**src/rtl/pixel_out_buffer.sv**
```systemverilog
// pixel_out_buffer: output FIFO behind data_proc. The CPU drains it through a
// small register window. The block applies backpressure when the FIFO is full
// and raises a level-threshold interrupt.
// Ports:
//   clk, rstn            clock; synchronous active-high reset (1 = reset)
//   in_valid/in_pixel    pixel stream from data_proc
//   in_ready             combinational accept (enable & ~full)
//   reg_addr/reg_wr/reg_wdata/reg_rd/reg_rdata
//                        register window: 0x0 DATA, 0x4 STATUS, 0x8 CTRL
//   irq                  registered level interrupt
module pixel_out_buffer #(
  parameter int unsigned DEPTH = 16,
  parameter int unsigned PIX_W = 8
) (
  input  logic             clk,
  input  logic             rstn,
  input  logic             in_valid,
  input  logic [PIX_W-1:0] in_pixel,
  output logic             in_ready,
  input  logic [3:0]       reg_addr,
  input  logic             reg_wr,
  input  logic [31:0]      reg_wdata,
  input  logic             reg_rd,
  output logic [31:0]      reg_rdata,
  output logic             irq
);

  localparam int unsigned PTR_W = $clog2(DEPTH);
  localparam int unsigned LVL_W = $clog2(DEPTH) + 1;

  localparam logic [3:0] ADDR_DATA   = 4'h0;
  localparam logic [3:0] ADDR_STATUS = 4'h4;
  localparam logic [3:0] ADDR_CTRL   = 4'h8;

  logic [PIX_W-1:0] mem [DEPTH];
  logic [PTR_W-1:0] wptr, rptr;
  logic [LVL_W-1:0] level;
  logic             enable;
  logic [7:0]       threshold;
  logic             underflow;

  logic [PTR_W-1:0] wptr_nxt, rptr_nxt;
  logic [LVL_W-1:0] level_nxt;
  logic             enable_nxt;
  logic [7:0]       threshold_nxt;
  logic             underflow_nxt;
  logic [31:0]      rdata_nxt;
  logic             irq_nxt;

  logic full, empty, push, pop, rd_acc, flush;

  logic unused_wdata;
  assign unused_wdata = ^{reg_wdata[31:16], reg_wdata[7:3]};

  assign full     = (level == LVL_W'(DEPTH));
  assign empty    = (level == '0);
  assign in_ready = enable & ~full;

  // A write strobe wins over a simultaneous read strobe.
  assign rd_acc = reg_rd & ~reg_wr;
  assign flush  = reg_wr & (reg_addr == ADDR_CTRL) & reg_wdata[1];
  assign push   = in_valid & in_ready & ~flush;
  assign pop    = rd_acc & (reg_addr == ADDR_DATA) & ~empty;

  // Next-state for pointers, level, control registers and read data.
  always_comb begin
    wptr_nxt      = wptr;
    rptr_nxt      = rptr;
    level_nxt     = level;
    enable_nxt    = enable;
    threshold_nxt = threshold;
    underflow_nxt = underflow;
    rdata_nxt     = 32'd0;

    if (flush) begin
      wptr_nxt  = '0;
      rptr_nxt  = '0;
      level_nxt = '0;
    end else begin
      if (push) wptr_nxt = wptr + PTR_W'(1);
      if (pop)  rptr_nxt = rptr + PTR_W'(1);
      level_nxt = level + LVL_W'(push) - LVL_W'(pop);
    end

    if (reg_wr) begin
      if (reg_addr == ADDR_STATUS && reg_wdata[2]) underflow_nxt = 1'b0;
      if (reg_addr == ADDR_CTRL) begin
        enable_nxt    = reg_wdata[0];
        threshold_nxt = reg_wdata[15:8];
      end
    end else if (rd_acc) begin
      case (reg_addr)
        ADDR_DATA: begin
          if (empty) underflow_nxt = 1'b1;
          else       rdata_nxt     = 32'(mem[rptr]);
        end
        ADDR_STATUS: rdata_nxt = {16'd0, 8'(level), 4'd0, enable, underflow, full, empty};
        ADDR_CTRL:   rdata_nxt = {16'd0, threshold, 7'd0, enable};
        default:     rdata_nxt = 32'd0;
      endcase
    end

    // Compared against the post-update level; an unreachable threshold never fires.
    irq_nxt = enable & (threshold != 8'd0) & (8'(level_nxt) >= threshold);
  end

  // State registers.
  always_ff @(posedge clk) begin
    if (rstn) begin
      wptr      <= '0;
      rptr      <= '0;
      level     <= '0;
      enable    <= 1'b0;
      threshold <= 8'd0;
      underflow <= 1'b0;
      reg_rdata <= 32'd0;
      irq       <= 1'b0;
    end else begin
      wptr      <= wptr_nxt;
      rptr      <= rptr_nxt;
      level     <= level_nxt;
      enable    <= enable_nxt;
      threshold <= threshold_nxt;
      underflow <= underflow_nxt;
      reg_rdata <= rdata_nxt;
      irq       <= irq_nxt;
    end
  end

  // Pixel storage; contents need no reset since level gates visibility.
  always_ff @(posedge clk) begin
    if (push && !rstn) mem[wptr] <= in_pixel;
  end

endmodule

```
**config.mk**
```make
export PLATFORM = sky130hd
export DESIGN_NAME = pixel_out_buffer
export DESIGN_NICKNAME = d
export VERILOG_FILES = /design/src/rtl/pixel_out_buffer.sv
export SDC_FILE = /design/constraint.sdc
export NUM_CORES = 1
export LEC_CHECK = 0
export CORE_UTILIZATION = 38
export CTS_CLUSTER_DIAMETER = 60
export DETAILED_ROUTE_END_ITERATION = 7
export PLACE_DENSITY = 0.6
export RECOVER_POWER = 25
export SYNTH_ARGS = -nofsm -noshare
export SYNTH_HDL_FRONTEND = slang
export SYNTH_SLANG_ARGS = --single-unit
```
**constraint.sdc**
```tcl
create_clock -name clk -period 4.3 [get_ports clk]
set_input_delay 0.645 -clock clk [delete_from_list [all_inputs] [get_ports clk]]
set_output_delay 0.645 -clock clk [all_outputs]
set_load 0.01 [all_outputs]
```
==> out/results.tsv, run 1 <==
metric	value	unit
status	finished, violations left	
violated checks	design-rule violations	
Pre-antenna DRT Iters	8	
Clock Latency Late Sink	0.43	ns
EDFF count, synth	128	
DRC viols	16	
Layout area overhead	19.54	%
maximum clock path buffer count	2	
overflow left after global routing	0	
# rows	49	
Max Freq	250.6	MHz
Slew @ Worst Pin	0.7495	ns
Worst Hold Class	flip-flop to flip-flop	
area of the multi-input gates	2107	sq um
Top Ports	83	
pwr/cell area	400.0	nW/um^2
Max-Cap Viols	0	
GRT Resource Usage Total	16.25	%
H-tree Lvls	4	
final wirelength	14.66	mm
vias	3911	
layout cells sized above 1	19.52	%
n_diodes	0	
fin crit share	92.82	%
Routed Antenna Nets	0	
Final #Nets	596	
synth warn	0	
crit start category	primary input	
initial antenna violation count	0	
CTS tree	done	
Req. time, crit path	4.63	ns
syn_area_per_cell	15.59	sq um
Critical Path AT	4.32	ns
Die H	138.5	um
Setup Viol. Count Final	0	
vias in the first global route	3998	
Async S/R FF share, synth	0	%
worst-path maximum fanout	3	
non-filler cells, final	772	
critical path class	primary input to flip-flop	
Slew HR	49.90	%
Leak Pwr	0.002748	uW
# port buffers	45	
hold endpoint	threshold[5]	
Post-DP HPWL	9.340	mm
PostCTS Resize Cnt	0	
Fin Clk Skew	0.01118	ns
predominant post-synthesis flop cell	edfxtp_1	
R2R Setup Slk	0.45	ns
clock slew at reported path FFs	0.07	ns
Yosys reg bits	172	
fin crit period	3.991	ns
Hold Vio Cnt, Final	0	
DP Cell Count	740	
total chip power	3384	uW
worst hold stages	2	
first-pass GRT wire length	22.78	mm
synthesized area	7077	sq um
initial core utilization	39.13	%
reg2reg path depth	19	
CTS Buf Count	17	
RSZ-0062 raised after global routing	false	
routability cong.	0.7969	
pin count of the biggest net entering global routing	22	
Seq. cell area	4725	sq um
Slew Limit Fails	0	
# Post-CTS Setup Buffers	0	
drt wl/cell	18.99	um
Hold Crit Start	threshold[5]	
RR Endpoint	irq	
clock root buffer	clkbuf_16	
clock sinks	172	
1st-iter DRT viols	298	
CORE AREA	18090	sq um
reg2reg start	level[3]	
Post-Synthesis Cells	454	
register area share after synthesis	66.76	%
Die Width	138.5	um
maximum VDD drop	308.8	uV
Crit. End Element	flip-flop	
Netlist cell types	54	
vias per inst	5.066	
die area	19170	sq um
cts hold-fix bufs	0	
Fill cells	1557	
-- critical path: stages --
cell and delay, ns:
clkdlybuf4s50_1 0.49, or4_4 0.58, nor3_4 0.17, ha_1 0.26
inv_1 0.06, ha_1 0.15, inv_1 0.06, fa_1 0.38
inv_1 0.07, a21oi_1 0.07, o21bai_1 0.15, xnor2_1 0.16
nor2_1 0.07, ha_1 0.27, o211ai_1 0.07, or4_1 0.42
a221oi_1 0.23
-- state kept, by name, indices dropped and copies added, names as in the netlist, named ones only --
name,cells
wptr,4
threshold,8
irq,1
underflow,1
reg_rdata,16
level,5
mem,128
rptr,4
enable,1
-- stage by stage --
| stage | worst slack, ns | area [sq um] | setup TNS, ns | hold slack [ns] | util (%) |
|---|---|---|---|---|---|
| floorplan | 0.4579 | 7133 | 0 | 0.4277 | - |
| global placement | -0.02893 | 7880 | -0.02893 | 0.4575 | 43.57 |
| detailed placement | -0.1002 | 7880 | -0.1002 | 0.4636 | 43.57 |
| CTS | 0.3147 | 8459 | 0 | 0.4729 | 46.77 |
| global route | 0.01961 | 8459 | 0 | 0.5011 | 46.77 |
| finish | 0.3089 | 8459 | 0 | 0.4715 | 46.77 |
-- worst max path at each step --
stage	start	end	slack, ns	cells after the start
2_1_floorplan	reg_addr[2]	irq	0.46	18
3_3_place_gp	reg_addr[2]	irq	-0.03	17
3_5_place_dp	reg_addr[2]	irq	-0.10	17
4_1_cts	reg_addr[2]	irq	0.31	17
5_1_grt	reg_addr[2]	irq	0.02	17
6_report	reg_addr[2]	irq	0.31	17
-- cells by family (layout without fill, tap and decap cells) --
group	count (synthesis)	count (layout)	share of synthesized area [%]
other	1	16	0.05299
adders and majority gates	17	17	3.112
muxes	45	45	11.90
AOI/OAI and AO/OA	43	43	4.261
buffers and inverters	53	127	4.261
DFF	172	172	66.76
xor gates and xnor gates	10	10	1.238
and+or+nand+nor	113	113	8.416
-- per-layer routing --
metal,vias up,global-route usage (%),share of wire (%)
met5,-,0,0
li1,1826,-,-
met2,68,26.72,48
met3,16,3.014,3.0
met4,0,5.855,1.3
met1,2001,21.59,47
-- Yosys cell counts, drive strengths merged, types with 7 or more instances --
master	instances	area share, %
a211oi	8	1.1
a21oi	16	1.1
a22oi	7	0.74
buf	29	2.9
clkbuf	7	0.42
dfxtp	44	12
edfxtp	128	54
ha	16	2.8
inv	17	0.90
mux2i	11	1.6
mux4	31	9.9
nand2	19	1.0
nand3	12	0.85
nor2	41	2.2
nor3	11	0.94
xnor2	7	0.87
-- layout by cell type (no fill, tap or decap), types with 7 or more instances in the layout --
cell type,synthesis,final
edfxtp_1,128,128
mux4_2,31,31
a22oi_1,7,7
nor3_1,10,10
clkdlybuf4s50_1,0,39
ha_1,16,16
dfxtp_1,44,44
xnor2_1,7,7
nand3_1,12,12
clkbuf_16,0,17
a21oi_1,16,16
buf_4,23,33
nor2_1,41,41
mux2i_1,11,11
inv_1,17,17
conb_1,1,16
nand2_1,19,19
-- power by group --
group | total (uW) | switching, uW | leakage, uW | internal, uW
sequential | 1780 | 2.78 | 0.00150 | 1780
clock | 1510 | 627 | 0.000276 | 888
combinational | 84.2 | 48.1 | 0.000968 | 36.2
-- cell type report --
cell class | instances | area share (%)
Tap cell | 229 | 3.387
Timing Repair Buffer | 78 | 8.253
Clock buffer | 22 | 5.487
Inverter | 17 | 0.7543
Sequential cell | 172 | 55.85
Clock inverter | 10 | 1.361
Multi-Input combinational cell | 244 | 24.91
Note: power is estimated with default switching activity, not from simulation.
==> run 2: changes to the inputs <==
==> constraint.sdc (replaced) <==
create_clock -name clk -period 4.3 [get_ports clk]
set_input_delay 0.645 -clock clk [delete_from_list [all_inputs] [get_ports clk]]
set_output_delay 0.645 -clock clk [all_outputs]
set_load 0.05 [all_outputs]
==> results of run 2 <==
Same layout as run 1 (identical final DEF). Status: finished, violations left: design-rule violations.
Among the figures that moved: total power 3384 uW -> 3409 uW
==> run 3: changes to the inputs <==
--- a/config.mk
+++ b/config.mk
@@ -5,11 +5,13 @@
 export SDC_FILE = /design/constraint.sdc
 export NUM_CORES = 1
 export LEC_CHECK = 0
+export CORE_MARGIN = 4
 export CORE_UTILIZATION = 38
 export CTS_CLUSTER_DIAMETER = 60
 export DETAILED_ROUTE_END_ITERATION = 7
 export PLACE_DENSITY = 0.6
 export RECOVER_POWER = 25
+export SKIP_CTS_REPAIR_TIMING = 1
 export SYNTH_ARGS = -nofsm -noshare
 export SYNTH_HDL_FRONTEND = slang
 export SYNTH_SLANG_ARGS = --single-unit
==> run 3 against run 2 <==
Net effect:
- the flow now finishes without violations
- clock skew is 0.0024 ns higher
- largest power group unchanged
- global-route usage down 1.0 points
- total power increased by 1.9%
- critical path type unchanged
- critical endpoint unchanged
- worst hold slack got worse by 0.0029 ns
- sequential share of layout area fell by 0.40 points
- via count is 1.2% higher
==> out/results.tsv, run 3 (synthesis results as in run 1) <==
metric	value	unit	change
initial core utilization	39.00	%	-0.13 points
Reg power frac	51.4	%	
Slew @ Worst Pin	1.105	ns	+0.3553 ns
Max-Cap Viols	0		unchanged
vias per inst	5.099		+0.65%
maximum VDD drop	289.8	uV	-6.1%
fin area	8521	sq um	+0.72%
overflow left after global routing	0		unchanged
Pre-antenna DRT Iters	4		-4
Net Switching	749.6	uW	
total chip power	3472	uW	
# port buffers	45		unchanged
routability cong.	0.8350		+4.8%
Slew HR	26.25	%	-24 points
Slew Limit Fails	0		unchanged
Die Width	144.5	um	+4.3%
die area	20870	sq um	+8.9%
pin count of the biggest net entering global routing	21		-4.5%
Largest Register	mem		
Clock Latency Late Sink	0.44	ns	about the same
Crit. End Element	flip-flop		
commonest cells after routing, fill and taps aside	128 x edfxtp_1, 44 x dfxtp_1, 41 x nor2_1, 40 x clkdlybuf4s50_1, 37 x buf_4		
RSZ-0062 raised after global routing	false		
Leak Pwr	0.002785	uW	+1.4%
fin crit share	90.29	%	-2.5 points
drt wl/cell	19.25	um	+1.4%
n_diodes	0		unchanged
Top Ports	83		unchanged
# rows	49		unchanged
clock network fraction of design power	45.5	%	
Post-DP Area	7910	sq um	+0.38%
CP max-delay cell	or4_4		
GRT Resource Usage Total	15.21	%	-1.0 points
critical path's largest stage delay	0.58	ns	about the same
status	completed		
Routed Antenna Nets	0		unchanged
final wirelength	14.94	mm	+1.9%
Post-DP HPWL	10.01	mm	+7.2%
CTS Buf Count	17		unchanged
Fill cells	1559		+0.13%
clock sinks	172		unchanged
critical path class	primary input to flip-flop		
vias in the first global route	4085		+2.2%
layout cells sized above 1	21.02	%	+1.5 points
CTS tree	done		
Req. time, crit path	4.64	ns	about the same
Fin Setup TNS	0	ns	unchanged
Max Freq	257.6	MHz	+2.8%
first-pass GRT wire length	23.10	mm	+1.4%
Fin Clk Skew	0.01361	ns	+0.002429 ns
switching share of power	21.59	%	
clock root buffer	clkbuf_16		
maximum clock path buffer count	2		unchanged
fin crit period	3.883	ns	-0.1086 ns
DRC viols	0		-16
Layout area overhead	20.40	%	
crit start category	primary input		
H-tree Lvls	4		unchanged
crit path cell chain	clkdlybuf4s50_1 -> or4_4 -> nor3_4 -> ha_1 -> inv_1 -> ha_1 -> inv_1 -> fa_1 -> inv_1 -> a21oi_1 -> o21bai_1 -> xnor2_1 -> nor2_1 -> ha_1 -> o211ai_1 -> or4_1 -> a221oi_1		
internal power	2723	uW	
worst-path maximum fanout	3		unchanged
Critical Path AT	4.22	ns	-0.10 ns
initial antenna violation count	0		unchanged
clock slew at reported path FFs	0.07	ns	about the same
commonest non-fill, non-tap cell in the layout	edfxtp_1		
Logic pwr share	3.1	%	
Final WS setup	0.4175	ns	+0.1086 ns
pwr/cell area	407.5	nW/um^2	
Hold Vio Cnt, Final	0		unchanged
Setup Viol. Count Final	0		unchanged
vias	3957		+1.2%
post-placement setup slack	-0.01201	ns	+0.08823 ns
Final #Nets	600		+0.67%
Worst Hold Class	flip-flop to flip-flop		
CORE AREA	18150	sq um	+0.34%
max FFs per register	128		unchanged
largest registers	mem: 128 flops, reg_rdata: 16 flops, threshold: 8 flops		
delay-heaviest family, CP	simple AND/OR/NAND/NOR gates		
1st-iter DRT viols	291		-2.3%
Die H	144.5	um	+4.3%
Critical path buffers and inverters	4		unchanged
==> run 3: stage by stage <==
step | hold WS, ns | util [%] | instances
6_report | 0.4686 | 46.95 | 776
5_1_grt | 0.4783 | 46.95 | 776
4_1_cts | 0.4674 | 46.95 | 776
3_5_place_dp | 0.4578 | 43.59 | 744
3_3_place_gp | 0.4550 | 43.59 | 744
2_1_floorplan | 0.4277 | - | 469
==> run 3: worst paths after layout <==
| kind | start | end | slack (ns) | cells after the start |
|---|---|---|---|---|
| max | reg_addr[2] | irq | 0.42 | 17 |
| min | threshold[5] | threshold[5] | 0.47 | 2 |
| max reg2reg | level[2] | irq | 0.55 | 19 |
| min reg2reg | threshold[5] | threshold[5] | 0.47 | 2 |
==> run 3: worst register-to-register path: stages, from the launching register on <==
cell and delay [ns]:
dfxtp_1 0.38, inv_1 0.08, ha_1 0.22, nand4bb_1 0.15
nand3_1 0.14, or2_2 0.30, ha_1 0.29, inv_1 0.06
ha_1 0.16, inv_1 0.06, fa_1 0.37, inv_1 0.07
a21oi_1 0.06, o21bai_1 0.15, xnor2_1 0.16, nor2_1 0.07
ha_1 0.28, o211ai_1 0.07, or4_1 0.40, a221oi_1 0.21
==> run 3: power by group through the flow <==
stage | Combinational, uW | Clock (uW) | Sequential, uW
after global placement | 107 | 0 | 1820
after detailed placement | 110 | 0 | 1820
after CTS | 110 | 1610 | 1780
after floorplan | 66.9 | 0 | 1820
final | 109 | 1580 | 1780
after global routing | 118 | 1680 | 1780
==> run 3: routing by layer <==
metal,track usage [%],wire length (um),vias up
met5,0,0,-
met4,4.811,161,0
met3,4.861,1023,15
met2,25.14,7439,103
met1,19.15,6315,2000
li1,-,-,1839
==> run 3: final cells by class <==
| type | instances | area, sq um | share of cell area, % |
|---|---|---|---|
| flip-flops and latches | 172 | 4725 | 55.45 |
| multi-input cells | 244 | 2107 | 24.73 |
| repair buffers | 82 | 728.2 | 8.546 |
| clock buffers | 20 | 456.7 | 5.360 |
| well taps | 229 | 286.5 | 3.363 |
| clock inverters | 12 | 153.9 | 1.806 |
| inverters | 17 | 63.81 | 0.7489 |
